[config.mk]
export PLATFORM = sky130hd
export DESIGN_NAME = instruction_fetch_controller
export DESIGN_NICKNAME = d
export VERILOG_FILES = /design/src/rtl/fetch_pkg.sv /design/src/rtl/fetch_buffer_slot.sv /design/src/rtl/instruction_fetch_controller.sv
export SDC_FILE = /design/constraint.sdc
export NUM_CORES = 1
export LEC_CHECK = 0
export CAP_MARGIN = 10
export CORE_MARGIN = 3
export CORE_UTILIZATION = 30
export DETAILED_ROUTE_END_ITERATION = 7
export GPL_ROUTABILITY_DRIVEN = 1
export PLACE_DENSITY = 0.51
export SLEW_MARGIN = 5
export SYNTH_ARGS = -nofsm -noshare
export SYNTH_HDL_FRONTEND = slang
export SYNTH_SLANG_ARGS = --single-unit
export TNS_END_PERCENT = 10
[constraint.sdc]
create_clock -name clk -period 2.71 [get_ports clk]
set_clock_uncertainty 0.15 [all_clocks]
set_input_delay 0.542 -clock clk [delete_from_list [all_inputs] [get_ports clk]]
set_output_delay 0.542 -clock clk [all_outputs]
set_load 0.01 [all_outputs]
[src/rtl/fetch_pkg.sv]
// Shared fetch-stage constants: FSM encoding and instruction geometry.
package fetch_pkg;

   localparam int unsigned STATE_W = 2;

   // IDLE: nothing outstanding, WAIT: one request outstanding,
   // DISCARD: outstanding response will be dropped.
   localparam logic [STATE_W-1:0] ST_IDLE    = 2'd0;
   localparam logic [STATE_W-1:0] ST_WAIT    = 2'd1;
   localparam logic [STATE_W-1:0] ST_DISCARD = 2'd2;

   localparam int unsigned INSTRUCTION_BYTES = 4;
   localparam logic [31:0] NOP_INSTRUCTION   = 32'h0000_0013;

endpackage : fetch_pkg

[src/rtl/fetch_buffer_slot.sv]
// One-entry skid slot holding an instruction and its PC while decode is stalled.
module fetch_buffer_slot #(
   parameter int unsigned DATA_W = 32,
   parameter int unsigned PC_W   = 32
) (
   input  logic              clk,
   input  logic              reset,
   input  logic              clear_i,
   input  logic              load_i,
   input  logic              drain_i,
   input  logic [DATA_W-1:0] data_i,
   input  logic [PC_W-1:0]   pc_i,
   output logic              valid_o,
   output logic [DATA_W-1:0] data_o,
   output logic [PC_W-1:0]   pc_o
);

   logic              valid_q;
   logic [DATA_W-1:0] data_q;
   logic [PC_W-1:0]   pc_q;

   // Slot register: clear (redirect) wins over load, load wins over drain.
   always_ff @(posedge clk) begin
      if (reset) begin
         valid_q <= 1'b0;
         data_q  <= '0;
         pc_q    <= '0;
      end else if (clear_i) begin
         valid_q <= 1'b0;
      end else if (load_i) begin
         valid_q <= 1'b1;
         data_q  <= data_i;
         pc_q    <= pc_i;
      end else if (drain_i) begin
         valid_q <= 1'b0;
      end
   end

   assign valid_o = valid_q;
   assign data_o  = data_q;
   assign pc_o    = pc_q;

endmodule : fetch_buffer_slot

[src/rtl/instruction_fetch_controller.sv]
// Fetch controller: owns the PC, runs the single-outstanding instruction
// memory handshake and holds the IF/ID instruction register.
module instruction_fetch_controller
   import fetch_pkg::*;
#(
   parameter int unsigned             ADDRESS_WIDTH     = 32,
   parameter int unsigned             INSTRUCTION_WIDTH = 32,
   parameter logic [ADDRESS_WIDTH-1:0] RESET_PC         = '0
) (
   input  logic                         clk,
   input  logic                         reset,
   input  logic                         isPipelineStalled,
   input  logic                         isBranchTaken,
   input  logic [ADDRESS_WIDTH-1:0]     branchTargetAddress,
   output logic                         memoryRequestValid,
   output logic [ADDRESS_WIDTH-1:0]     memoryRequestAddress,
   input  logic                         memoryRequestReady,
   input  logic                         memoryResponseValid,
   input  logic [INSTRUCTION_WIDTH-1:0] memoryResponseData,
   output logic                         isInstructionMemoryBlocked,
   output logic [INSTRUCTION_WIDTH-1:0] fetchedInstruction,
   output logic [ADDRESS_WIDTH-1:0]     fetchedProgramCounter,
   output logic                         isFetchedInstructionValid
);

   logic [STATE_W-1:0]           state_q, state_d;
   logic [ADDRESS_WIDTH-1:0]     pc_q, pc_d;
   logic [ADDRESS_WIDTH-1:0]     outstanding_pc_q, outstanding_pc_d;
   logic                         out_valid_q, out_valid_d;
   logic [INSTRUCTION_WIDTH-1:0] out_instr_q, out_instr_d;
   logic [ADDRESS_WIDTH-1:0]     out_pc_q, out_pc_d;

   logic                         buf_valid;
   logic [INSTRUCTION_WIDTH-1:0] buf_data;
   logic [ADDRESS_WIDTH-1:0]     buf_pc;
   logic                         buf_load, buf_clear, buf_drain;

   logic consume, resp_taken, req_valid, accept;

   // Decode takes the held word; request only when the skid slot has room.
   assign consume    = out_valid_q & ~isPipelineStalled;
   assign resp_taken = memoryResponseValid & (state_q == ST_WAIT);
   assign req_valid  = (state_q == ST_IDLE) & ~buf_valid & ~isBranchTaken & ~reset;
   assign accept     = req_valid & memoryRequestReady;

   fetch_buffer_slot #(
      .DATA_W (INSTRUCTION_WIDTH),
      .PC_W   (ADDRESS_WIDTH)
   ) u_slot (
      .clk     (clk),
      .reset   (reset),
      .clear_i (buf_clear),
      .load_i  (buf_load),
      .drain_i (buf_drain),
      .data_i  (memoryResponseData),
      .pc_i    (outstanding_pc_q),
      .valid_o (buf_valid),
      .data_o  (buf_data),
      .pc_o    (buf_pc)
   );

   // State and IF/ID registers.
   always_ff @(posedge clk) begin
      if (reset) begin
         state_q          <= ST_IDLE;
         pc_q             <= RESET_PC;
         outstanding_pc_q <= '0;
         out_valid_q      <= 1'b0;
         out_instr_q      <= '0;
         out_pc_q         <= '0;
      end else begin
         state_q          <= state_d;
         pc_q             <= pc_d;
         outstanding_pc_q <= outstanding_pc_d;
         out_valid_q      <= out_valid_d;
         out_instr_q      <= out_instr_d;
         out_pc_q         <= out_pc_d;
      end
   end

   // Next state: redirect first, then handshake progress and output/slot steering.
   always_comb begin
      state_d          = state_q;
      pc_d             = pc_q;
      outstanding_pc_d = outstanding_pc_q;
      out_valid_d      = out_valid_q;
      out_instr_d      = out_instr_q;
      out_pc_d         = out_pc_q;
      buf_load         = 1'b0;
      buf_clear        = 1'b0;
      buf_drain        = 1'b0;

      if (isBranchTaken) begin
         pc_d        = branchTargetAddress;
         out_valid_d = 1'b0;
         buf_clear   = 1'b1;
         case (state_q)
            ST_IDLE:    state_d = ST_IDLE;
            ST_WAIT,
            ST_DISCARD: state_d = memoryResponseValid ? ST_IDLE : ST_DISCARD;
            default:    state_d = ST_IDLE;
         endcase
      end else begin
         case (state_q)
            ST_IDLE: begin
               if (accept) begin
                  outstanding_pc_d = pc_q;
                  pc_d             = pc_q + ADDRESS_WIDTH'(INSTRUCTION_BYTES);
                  state_d          = ST_WAIT;
               end
            end
            ST_WAIT,
            ST_DISCARD: begin
               if (memoryResponseValid) state_d = ST_IDLE;
            end
            default: state_d = ST_IDLE;
         endcase

         if (consume && buf_valid) begin
            out_valid_d = 1'b1;
            out_instr_d = buf_data;
            out_pc_d    = buf_pc;
            buf_drain   = 1'b1;
         end else if (resp_taken && !buf_valid && (!out_valid_q || consume)) begin
            out_valid_d = 1'b1;
            out_instr_d = memoryResponseData;
            out_pc_d    = outstanding_pc_q;
         end else if (resp_taken) begin
            buf_load = 1'b1;
         end else if (consume) begin
            out_valid_d = 1'b0;
         end
      end
   end

   assign memoryRequestValid         = req_valid;
   assign memoryRequestAddress       = pc_q;
   assign isInstructionMemoryBlocked = ~out_valid_q;
   assign fetchedInstruction         = out_instr_q;
   assign fetchedProgramCounter      = out_pc_q;
   assign isFetchedInstructionValid  = out_valid_q;

endmodule : instruction_fetch_controller

==> results.toml <==
[run_status]
status = "complete, no violations"

[floorplan]
coreArea_um2 = 26400
die_h_um = 171
io_pins = 169
start_util_pct = 30.9
die_area_um2 = 29200
dieWidth_um = 171
rows = 59

[power]
p_seq_share_pct = 49.3
power_switching_uw = 1550
swShare_pct = 25.5
vdd_drop_max_mv = 0.292
clkPwrFrac_pct = 42.0
internal_power_uw = 4520
power_density_nw_per_um2 = 553
comb_power_share_pct = 8.7
p_leak_uw = 0.00405

[setup_path]
rrSetupSlack_ns = 0.41
cp.arrival_ns = 1.90
startpoint = "isBranchTaken"
crit_required_ns = 2.02
startpoint_type = "input pin"
reg2reg_to = "memoryRequestAddress[23]$_SDFFE_PP0P_"
path_max_fanout = 2
crit_end = "memoryRequestValid"
r2r_start = "memoryRequestAddress[6]$_SDFFE_PP0P_"
reg2reg_depth = 5
end_kind = "output pin"
setup.worst_path.class = "in2out"

[finish]
drive_above_1_share_pct = 7.75
fin_util_pct = 41.6
nets = 1195
final_cells = 1470
nFillCells = 2667
diodes = 0
finalInstanceArea_um2 = 11000
area_delta_synth_final_pct = 34.5

[route]
vias = 7201
ant_nets = 0
dr.pass1.iters = 5
viasPerCell = 4.90
wire_per_inst_um = 16.0
drc = 0
routed_wl_mm = 23.6
drt-initial-drc-count = 477

[clock_tree]
cts_buffers = 17
ctsResizeCount = 0
cts_hold_buffers = 0
max-clock-path-buffers = 2
clkTransAtPathRegs_ns = 0.08
clkLatencyLatePin_ns = 0.43
root_buffer = "clkbuf_16"
cts_num_sinks = 196
h-tree-depth = 4
post_cts_buffers = 0
cts_tree = "built"

[place]
place_congestion = 0.838
dp_cells = 1438
dp_worst_setup_slack_ns = 0.0471
postPlaceCellArea_um2 = 10400
dpl.hpwl_mm = 15.8
io_buffers = 168

[yosys]
synth_edf_count = 0
synthCells = 972
syn_area_um2 = 8160
ys_seq_area_share_pct = 48.1
yosys.area.top_type = "dfxtp_1"
yosys_warnings = 0
yosys-top-cells-area = "dfxtp_1 (48%), nand2_1 (10%), mux2i_1 (8.3%)"
synth_seq_cells = 196
ys_async_sr_fraction_pct = 0
syn_area_per_cell_um2 = 8.39
syn_nets = 1045
ys.flop_type = "dfxtp_1"
yosysTopAreaCellShare_pct = 48.1
synth_cell_type_count = 58

[sta]
tns_ns = 0
fin_ws_ns = 0.123
period_minus_slack_ns = 2.59
tightest_slew_ns = 0.906
setup_violations = 0
rsz0062_at_grt = "false"
finalHoldViolCount = 0
report.final.slew_viol_count = 0
fin_crit_sh_pct = 95.5
relSlewSlack_pct = 39.6
timing.fmax_ghz = 0.386

[global_routing]
grt_pass1_wl_mm = 37.5
track_usage_pct = 16.1
grt-ovfl-total = 0
antenna_found_initial = 0
grt_max_degree = 185
grt_pass1_vias = 6811

[run]
max_cap_viol_count = 0

[hold_path]
worst_hold_path_type = "in2reg"
[cell type report]
class / count / area [um^2] / area share, %
inverters: 8 / 30.0 / 0.274
repair buffers: 207 / 2110 / 19.3
clock buffers: 17 / 425 / 3.88
flip-flops and latches: 196 / 3920 / 35.8
well taps: 335 / 419 / 3.82
multi-input cells: 692 / 3890 / 35.5
clock inverters: 15 / 166 / 1.52
[critical path, stage by stage]
cell             delay, ns
clkdlybuf4s50_1       0.46
nor4b_4               0.31
clkdlybuf4s50_1       0.59
[worst min-delay path by stage]
stage / from / endpoint / slack, ns / depth (start not counted)
floorplan: u_slot.data_o[0]$_SDFFE_PP0P_ / u_slot.data_o[0]$_SDFFE_PP0P_ / 0.29 / 2
global placement: u_slot.pc_o[22]$_SDFFE_PP0P_ / u_slot.pc_o[22]$_SDFFE_PP0P_ / 0.29 / 2
detailed placement: u_slot.pc_o[21]$_SDFFE_PP0P_ / u_slot.pc_o[21]$_SDFFE_PP0P_ / 0.30 / 2
CTS: reset / memoryRequestAddress[27]$_SDFFE_PP0P_ / 0.18 / 2
global route: reset / memoryRequestAddress[27]$_SDFFE_PP0P_ / 0.18 / 2
finish: reset / memoryRequestAddress[27]$_SDFFE_PP0P_ / 0.21 / 2
[power groups by stage]
| stage | Combinational [uW] | Clock, uW | Sequential, uW |
|---|---|---|---|
| 2_1_floorplan | 206 | 0 | 3070 |
| 3_3_place_gp | 532 | 0 | 3060 |
| 3_5_place_dp | 531 | 0 | 3060 |
| 4_1_cts | 534 | 2650 | 2990 |
| 5_1_grt | 577 | 2760 | 3000 |
| 6_report | 528 | 2550 | 2990 |
[registers in the layout, summed over array words and instances (netlist names)]
register,cells
fetchedInstruction,32
fetchedProgramCounter,32
isFetchedInstructionValid,1
memoryRequestAddress,32
outstanding_pc_q,32
state_q,2
u_slot.data_o,32
u_slot.pc_o,32
u_slot.valid_o,1
[kinds of logic (layout without fill, tap and decap cells)]
group                      Yosys count  after routing  synth area share, %
AOI/OAI and AO/OA                  231            231                 17.7
xor gates and xnor gates             3              3                0.322
adders and majority gates            3              3                0.460
buffers and inverters               84            247                 4.40
DFF                                196            196                 48.1
muxes                               72             72                 8.90
and+or+nand+nor                    383            383                 20.1
[Yosys cell counts, types with 6 or more instances]
cell and number:
a211oi_1 69, a21oi_1 115, buf_1 8, buf_2 6, clkbuf_1 58, dfxtp_1 196
inv_1 8, mux2i_1 68, nand2_1 222, nand3_1 11, nand4_1 8, nor2_1 93
nor3_1 11, nor4_1 11, o21ai_0 12
[cells in the final DEF, fill, tap and decap left out, types with 12 or more instances in the layout]
| cell | count |
|---|---|
| a211oi_1 | 69 |
| a21oi_1 | 115 |
| buf_4 | 28 |
| clkbuf_16 | 17 |
| clkdlybuf4s50_1 | 167 |
| dfxtp_1 | 196 |
| mux2i_1 | 68 |
| nand2_1 | 221 |
| nor2_1 | 92 |
| o21ai_0 | 12 |
[per-layer routing]
layer / wire length [um] / GRT usage (%) / up-vias
met4: 183 / 3.53 / 0
met1: 11300 / 22.5 / 3316
met2: 10800 / 25.5 / 173
met3: 1300 / 3.93 / 15
li1: - / - / 3697
met5: 0 / 0 / -
[per-stage QoR]
| stage | hold WS [ns] | total power, uW |
|---|---|---|
| final | 0.209 | 6070 |
| after CTS | 0.175 | 6180 |
| after global placement | 0.291 | 3590 |
| after global routing | 0.181 | 6330 |
| after floorplan | 0.286 | 3270 |
| after detailed placement | 0.296 | 3590 |
Note: power is estimated with default switching activity, not from simulation.
